$ cat src/rtl/mux_4x1_rr_ctrl.sv
// Round-robin select controller in front of a 4:1 mux: grants one requester,
// holds the selects for SETTLE cycles, captures mux_y and hands it downstream.
module mux_4x1_rr_ctrl #(
    parameter int unsigned SETTLE = 1
) (
    input  logic       clk,
    input  logic       rst,
    input  logic [3:0] req,
    input  logic       mux_y,
    output logic       s0,
    output logic       s1,
    output logic [3:0] ack,
    output logic       out_bit,
    output logic [1:0] out_ch,
    output logic       out_valid,
    input  logic       out_ready
);

    typedef enum logic [1:0] {
        S_IDLE,
        S_SETTLE,
        S_HOLD
    } state_t;

    state_t     state_q, state_d;
    logic [1:0] ptr_q, ptr_d;
    logic [3:0] cnt_q, cnt_d;
    logic [1:0] sel_q, sel_d;
    logic [3:0] ack_q, ack_d;
    logic       out_bit_q, out_bit_d;
    logic [1:0] out_ch_q, out_ch_d;
    logic       out_valid_q, out_valid_d;

    logic [1:0] grant_ch;
    logic [1:0] scan_idx;
    logic       grant_found;

    // First pending requester at or after the pointer, wrapping 3 -> 0.
    always_comb begin
        grant_ch    = '0;
        grant_found = 1'b0;
        scan_idx    = '0;
        for (int k = 0; k < 4; k++) begin
            scan_idx = ptr_q + 2'(k);
            if (!grant_found && req[scan_idx]) begin
                grant_ch    = scan_idx;
                grant_found = 1'b1;
            end
        end
    end

    always_comb begin
        state_d     = state_q;
        ptr_d       = ptr_q;
        cnt_d       = cnt_q;
        sel_d       = sel_q;
        ack_d       = '0;
        out_bit_d   = out_bit_q;
        out_ch_d    = out_ch_q;
        out_valid_d = out_valid_q;
        unique case (state_q)
            S_IDLE: begin
                if (grant_found) begin
                    sel_d   = grant_ch;
                    cnt_d   = 4'(SETTLE - 1);
                    state_d = S_SETTLE;
                end
            end
            S_SETTLE: begin
                if (cnt_q != '0) begin
                    cnt_d = cnt_q - 4'd1;
                end else begin
                    out_bit_d   = mux_y;
                    out_ch_d    = sel_q;
                    out_valid_d = 1'b1;
                    ack_d       = 4'b0001 << sel_q;
                    state_d     = S_HOLD;
                end
            end
            S_HOLD: begin
                if (out_valid_q && out_ready) begin
                    out_valid_d = 1'b0;
                    ptr_d       = sel_q + 2'd1;
                    state_d     = S_IDLE;
                end
            end
            default: state_d = S_IDLE;
        endcase
    end

    always_ff @(posedge clk) begin
        if (rst) begin
            state_q     <= S_IDLE;
            ptr_q       <= '0;
            cnt_q       <= '0;
            sel_q       <= '0;
            ack_q       <= '0;
            out_bit_q   <= 1'b0;
            out_ch_q    <= '0;
            out_valid_q <= 1'b0;
        end else begin
            state_q     <= state_d;
            ptr_q       <= ptr_d;
            cnt_q       <= cnt_d;
            sel_q       <= sel_d;
            ack_q       <= ack_d;
            out_bit_q   <= out_bit_d;
            out_ch_q    <= out_ch_d;
            out_valid_q <= out_valid_d;
        end
    end

    assign s0        = sel_q[0];
    assign s1        = sel_q[1];
    assign ack       = ack_q;
    assign out_bit   = out_bit_q;
    assign out_ch    = out_ch_q;
    assign out_valid = out_valid_q;

endmodule
$ cat config.mk
export PLATFORM = sky130hd
export DESIGN_NAME = mux_4x1_rr_ctrl
export DESIGN_NICKNAME = d
export VERILOG_FILES = /design/src/rtl/mux_4x1_rr_ctrl.sv
export SDC_FILE = /design/constraint.sdc
export NUM_CORES = 1
export LEC_CHECK = 0
export CORE_UTILIZATION = 40
export DETAILED_ROUTE_END_ITERATION = 10
export PLACE_DENSITY = 0.66
export SETUP_SLACK_MARGIN = 0.15
export SLEW_MARGIN = 5
export SYNTH_ARGS = -nofsm -noshare
export SYNTH_HDL_FRONTEND = slang
export SYNTH_SLANG_ARGS = --single-unit
export TNS_END_PERCENT = 50
$ cat constraint.sdc
create_clock -name clk -period 4.4 [get_ports clk]
set_input_delay 0.44 -clock clk [delete_from_list [all_inputs] [get_ports clk]]
set_output_delay 0.44 -clock clk [all_outputs]
set_load 0.02 [all_outputs]
* Word-level counts from Yosys, hierarchy flattened *
Index checks and enable logic that the tools add are counted.

word-level totals
  register bits = 18
  bits of input ports = 8
  output and inout port bits = 10
  logic and storage cells = 70

cells by class
  order comparisons = 4
  reduce and logical (&&, ||, !) cells = 18
  equality and inequality tests = 6
  muxes and demuxes = 26
  bitwise logic cells = 2
  shift-type cells = 1
  add/subtract/negate cells = 5

operators by type and width
  cell                                                number
  2-to-1 mux 2 bit                                    7
  < comparator 2 x 3 -> 1 bit, second input constant  4
  2-to-1 mux 1 bit                                    10
  AND reduction 3 bit                                 3
  binary-select mux 1 bit (select 2 bit)              4
  2-to-1 mux 4 bit                                    2
  != test 2 bit, second input constant                4
  case mux 4 bit (2 select lines)                     1
  case mux 2 bit (3 select lines)                     1
  AND reduction 2 bit                                 3
  adder 2 x 1 -> 2 bit, second input constant         2
  adder 2 bit, second input constant                  2
  logical AND 1 bit                                   4
  nonzero test 2 bit                                  2
  nonzero test 4 bit                                  1
  left shift 1 x 2 -> 4 bit, first input constant     1
  subtractor 4 x 1 -> 4 bit, second input constant    1
  zero test 1 bit                                     3
  OR reduction 3 bit                                  1
  == test 2 x 1 -> 1 bit, second input constant       1
  == test 2 bit, second input constant                1
  zero test 2 bit                                     1
  NOT 1 bit                                           2
  case mux 1 bit (2 select lines)                     1

* Logic depth before layout (Yosys ltp) *
  depth in word-level cells = 14
  depth in mapped cells = 7

* Worst setup path before layout *
Ideal clock, no wire load.

  path kind = input port to flip-flop
  start = input req[1]
  end = register cnt_q[1]
  slack = 3.021 ns
  arrival = 1.258 ns
  cell stages on the path = 4
  cell sequence = nor2_2 -> a311oi_4 -> nor2_2 -> mux2_4

on the way
  longest elaborated chain between the ends = 14
  elaborated cells on any way between the ends = 20
  those cells by class = 1 x eq/ne; 12 x mux; 7 x reduce/logical

ends and longest elaborated chain
  item                                      line  text
  start, declared                           8     input logic [3:0] req,
  binary-select mux 1 bit (select 2 bit)    45    if (!grant_found && req[scan_idx]) begin
  2-to-1 mux 1 bit (not written as such)    45
  2-to-1 mux 1 bit                          45
  zero test 1 bit                           45
  logical AND 1 bit                         45
  2-to-1 mux 1 bit                          45
  zero test 1 bit                           45
  logical AND 1 bit                         45
  2-to-1 mux 1 bit                          45
  zero test 1 bit                           45
  logical AND 1 bit                         45
  2-to-1 mux 1 bit (*)                      45
  != test 2 bit (no source line) (*)        -
  AND reduction 3 bit (no source line) (*)  -
  end signal, assigned                      104   cnt_q <= cnt_d;
  end, declared                             27    logic [3:0] cnt_q, cnt_d;

Every way passes the cells marked *; elsewhere a longest branch is shown, timed or not. The select of a mux whose other input is x is not followed.
A chain may end at the register's enable or synchronous reset.

* Worst setup path in the final report *
  start = register sel_q[0]
  end = output s0

RTL lines
  item                    line  text
  start, declared         28    logic [1:0] sel_q, sel_d;
  start signal, assigned  105   sel_q <= sel_d;
  end, declared           10    output logic s0,

No word-level cell between the ends.

==> results.yml <==
critical_path:
  worst_setup_path_start_kind: "flop"
  critPathMaxStageDelay_ns: 0.66
  crit_chain: "clkdlybuf4s50_1"
  reg2reg_from: "cnt_q[1]$_SDFFE_PP0P_"
  r2r_slack_ns: 2.83
  cp_slowest_cell: "clkdlybuf4s50_1"
  critPathRequiredTime_ns: 3.96
  path_max_fanout: 7
  reg2reg_to: "out_ch[0]$_SDFFE_PP0P_"
  critical_path_buf_inv_count: 1
  critPathCaptureType: "output pin"
  critPathKind: "flop to output pin"
  critPathTopFamily: "buffers and inverters"
  cp_data_arrival_time_ns: 1.44
  reg2reg_depth: 6
logic_synthesis:
  yosysUniqueCellTypes: 27
  syn_avg_cell_area_um2: 9.147
  netlist_area_um2: 795.8
  ys_warn_count: 0
  yosys_register_bits: 18
  synthesis.nets: 97
  yosysSeqAreaShare_pct: 45.28
  syn_inst: 87
clock_network:
  cts_buffer_depth: 2
  hold_buffers: 0
  clk_latency_ns: 0.29
  clkTransAtPathRegs_ns: 0.10
  cts_tree: "done"
  clock_sinks: 18
  cts_resized: 0
  cts_root_buf: "clkbuf_4"
  cts_buffers: 3
  htreeDepth: 1
  post_cts_buffers: 0
timing:
  fin_hold_ws_ns: 0.5010
  finalClockSkew_ns: 0.002075
  finalSetupViolations: 0
  worst_slack_ns: 2.524
  worst_slew_pin_slew_ns: 0.6930
  finalHoldViolCount: 0
  slew_viol_final: 0
  max_slew_margin_pct: 53.65
  tns_ns: 0
  post-route-period-util_pct: 42.64
  fmax_mhz: 533.0
  grt_setup_unrepaired: "false"
  fin_crit_ns: 1.876
layout:
  area_growth_pct: 28.30
  drive_gt1_share_pct: 7.619
  fin_area_mm2: 0.001021
  fin_nets: 116
  fin_cells: 130
  fin_util_pct: 56.67
  diodes: 0
place:
  place_ws_ns: 2.360
  portBuffers: 17
  gp_congestion: 0.7851
  post-dp-hpwl_um: 1094
  dp_cells: 126
  dpl_cell_area_um2: 984.7
global_route:
  grt_pass1_wl_um: 2456
  track_usage_pct: 16.22
  grt_max_degree: 21
  grt_overflow: 0
  grt_pass1_vias: 597
  antenna_found_initial: 0
pwr:
  ir_drop_v: 0.0002004
  p_leak_nw: 0.3754
  totalPowerFinal_uw: 386.2
  p_per_area_mw_per_mm2: 378.3
floorplan:
  dieHeight_um: 46.60
  start_util_pct: 44.17
  die_w_um: 46.60
  ios: 18
  rows: 15
  core_mm2: 0.001802
  die_area_mm2: 0.002172
drt:
  vias: 661
  ant_nets: 0
  firstDrtPassIters: 4
  drtIter0Drc: 8
  via_per_inst: 5.085
  routed_wl_um: 1529
  routedWlPerCell_um: 11.76
  drc_errors: 0
flow_run:
  maxCapViolCount: 0
hold_path:
  hold_path_class: "flop to flop"
  hp-start: "out_valid$_SDFFE_PP0P_"
  hold_end: "out_valid$_SDFFE_PP0P_"
  min_path_cells: 2
outcome:
  status: "complete, no violations"
-- cell type report --
| cell class | count | area, um^2 |
|---|---|---|
| tap | 25 | 31.28 |
| timing repair buffer | 17 | 170.2 |
| clock buffer | 4 | 36.28 |
| inverter | 6 | 22.52 |
| multi-input combinational | 60 | 400.4 |
| fill | 178 | 780.7 |
| sequential | 18 | 360.3 |
-- how the worst max path moves through the flow --
stage,slack [ns],startpoint,depth (start not counted),to
6_report,2.52,sel_q[0]$_SDFFE_PP0P_,1,s0
5_1_grt,2.45,sel_q[0]$_SDFFE_PP0P_,1,s0
4_1_cts,2.49,sel_q[0]$_SDFFE_PP0P_,1,s0
3_5_place_dp,2.36,req[1],5,cnt_q[1]$_SDFFE_PP0P_
3_3_place_gp,2.38,req[1],5,cnt_q[1]$_SDFFE_PP0P_
2_1_floorplan,3.02,req[1],4,cnt_q[1]$_SDFFE_PP0P_
-- logic make-up after synthesis --
family	share of synthesized area (%)
mux	5.660
fa+ha+maj	3.144
simple gates	24.21
buf+inv	4.402
flops	45.28
compound gates	14.00
xor+xnor	3.302
-- synth_stat cells (all sizes together) --
library cell,n,area (um^2)
buf,1,5.000
a311oi,1,26.28
o221ai,2,17.52
nor3b,1,7.510
mux2,1,15.01
nand3b,2,15.01
nor2,14,57.55
xnor2,3,26.28
dfxtp,18,360.4
o22ai,1,6.260
nor4,4,25.02
or3,1,6.260
inv,6,22.52
o21a,1,7.510
nand2,3,11.26
nor3,6,30.03
ha,2,25.02
a21o,1,7.510
o32ai,1,8.760
a21oi,6,30.03
a21boi,1,7.510
mux2i,3,30.03
nand2b,3,18.77
nand4b,1,8.760
nor2b,2,12.51
clkbuf,2,7.510
-- power breakdown --
group | switching, mW | total, mW | internal (mW) | leakage, nW
logic | 0.0489 | 0.0960 | 0.0471 | 0.208
registers | 0.0135 | 0.189 | 0.176 | 0.146
clock network | 0.0508 | 0.101 | 0.0504 | 0.0210
-- sequential cells by signal, summed over array words and instances, names as in the netlist --
name,cells
out_valid,1
state_q,2
out_bit,1
sel_q,2
ack,4
out_ch,2
ptr_q,2
cnt_q,4
-- layer usage --
layer,track usage [%],vias up,share of wire [%]
met5,0,-,0
met4,8.824,0,1.6
met3,2.353,4,5.0
met2,26.67,13,49
met1,20.05,306,44
li1,-,338,-
-- cells in the final DEF, fill, tap and decap left out, types with 4 or more instances in the layout --
master and n:
dfxtp_1 18, nor4_1 4, inv_1 6, a21oi_1 6
nor3_1 6, clkdlybuf4s50_1 17, nor2_1 12
Note: power is estimated with default switching activity, not from simulation.
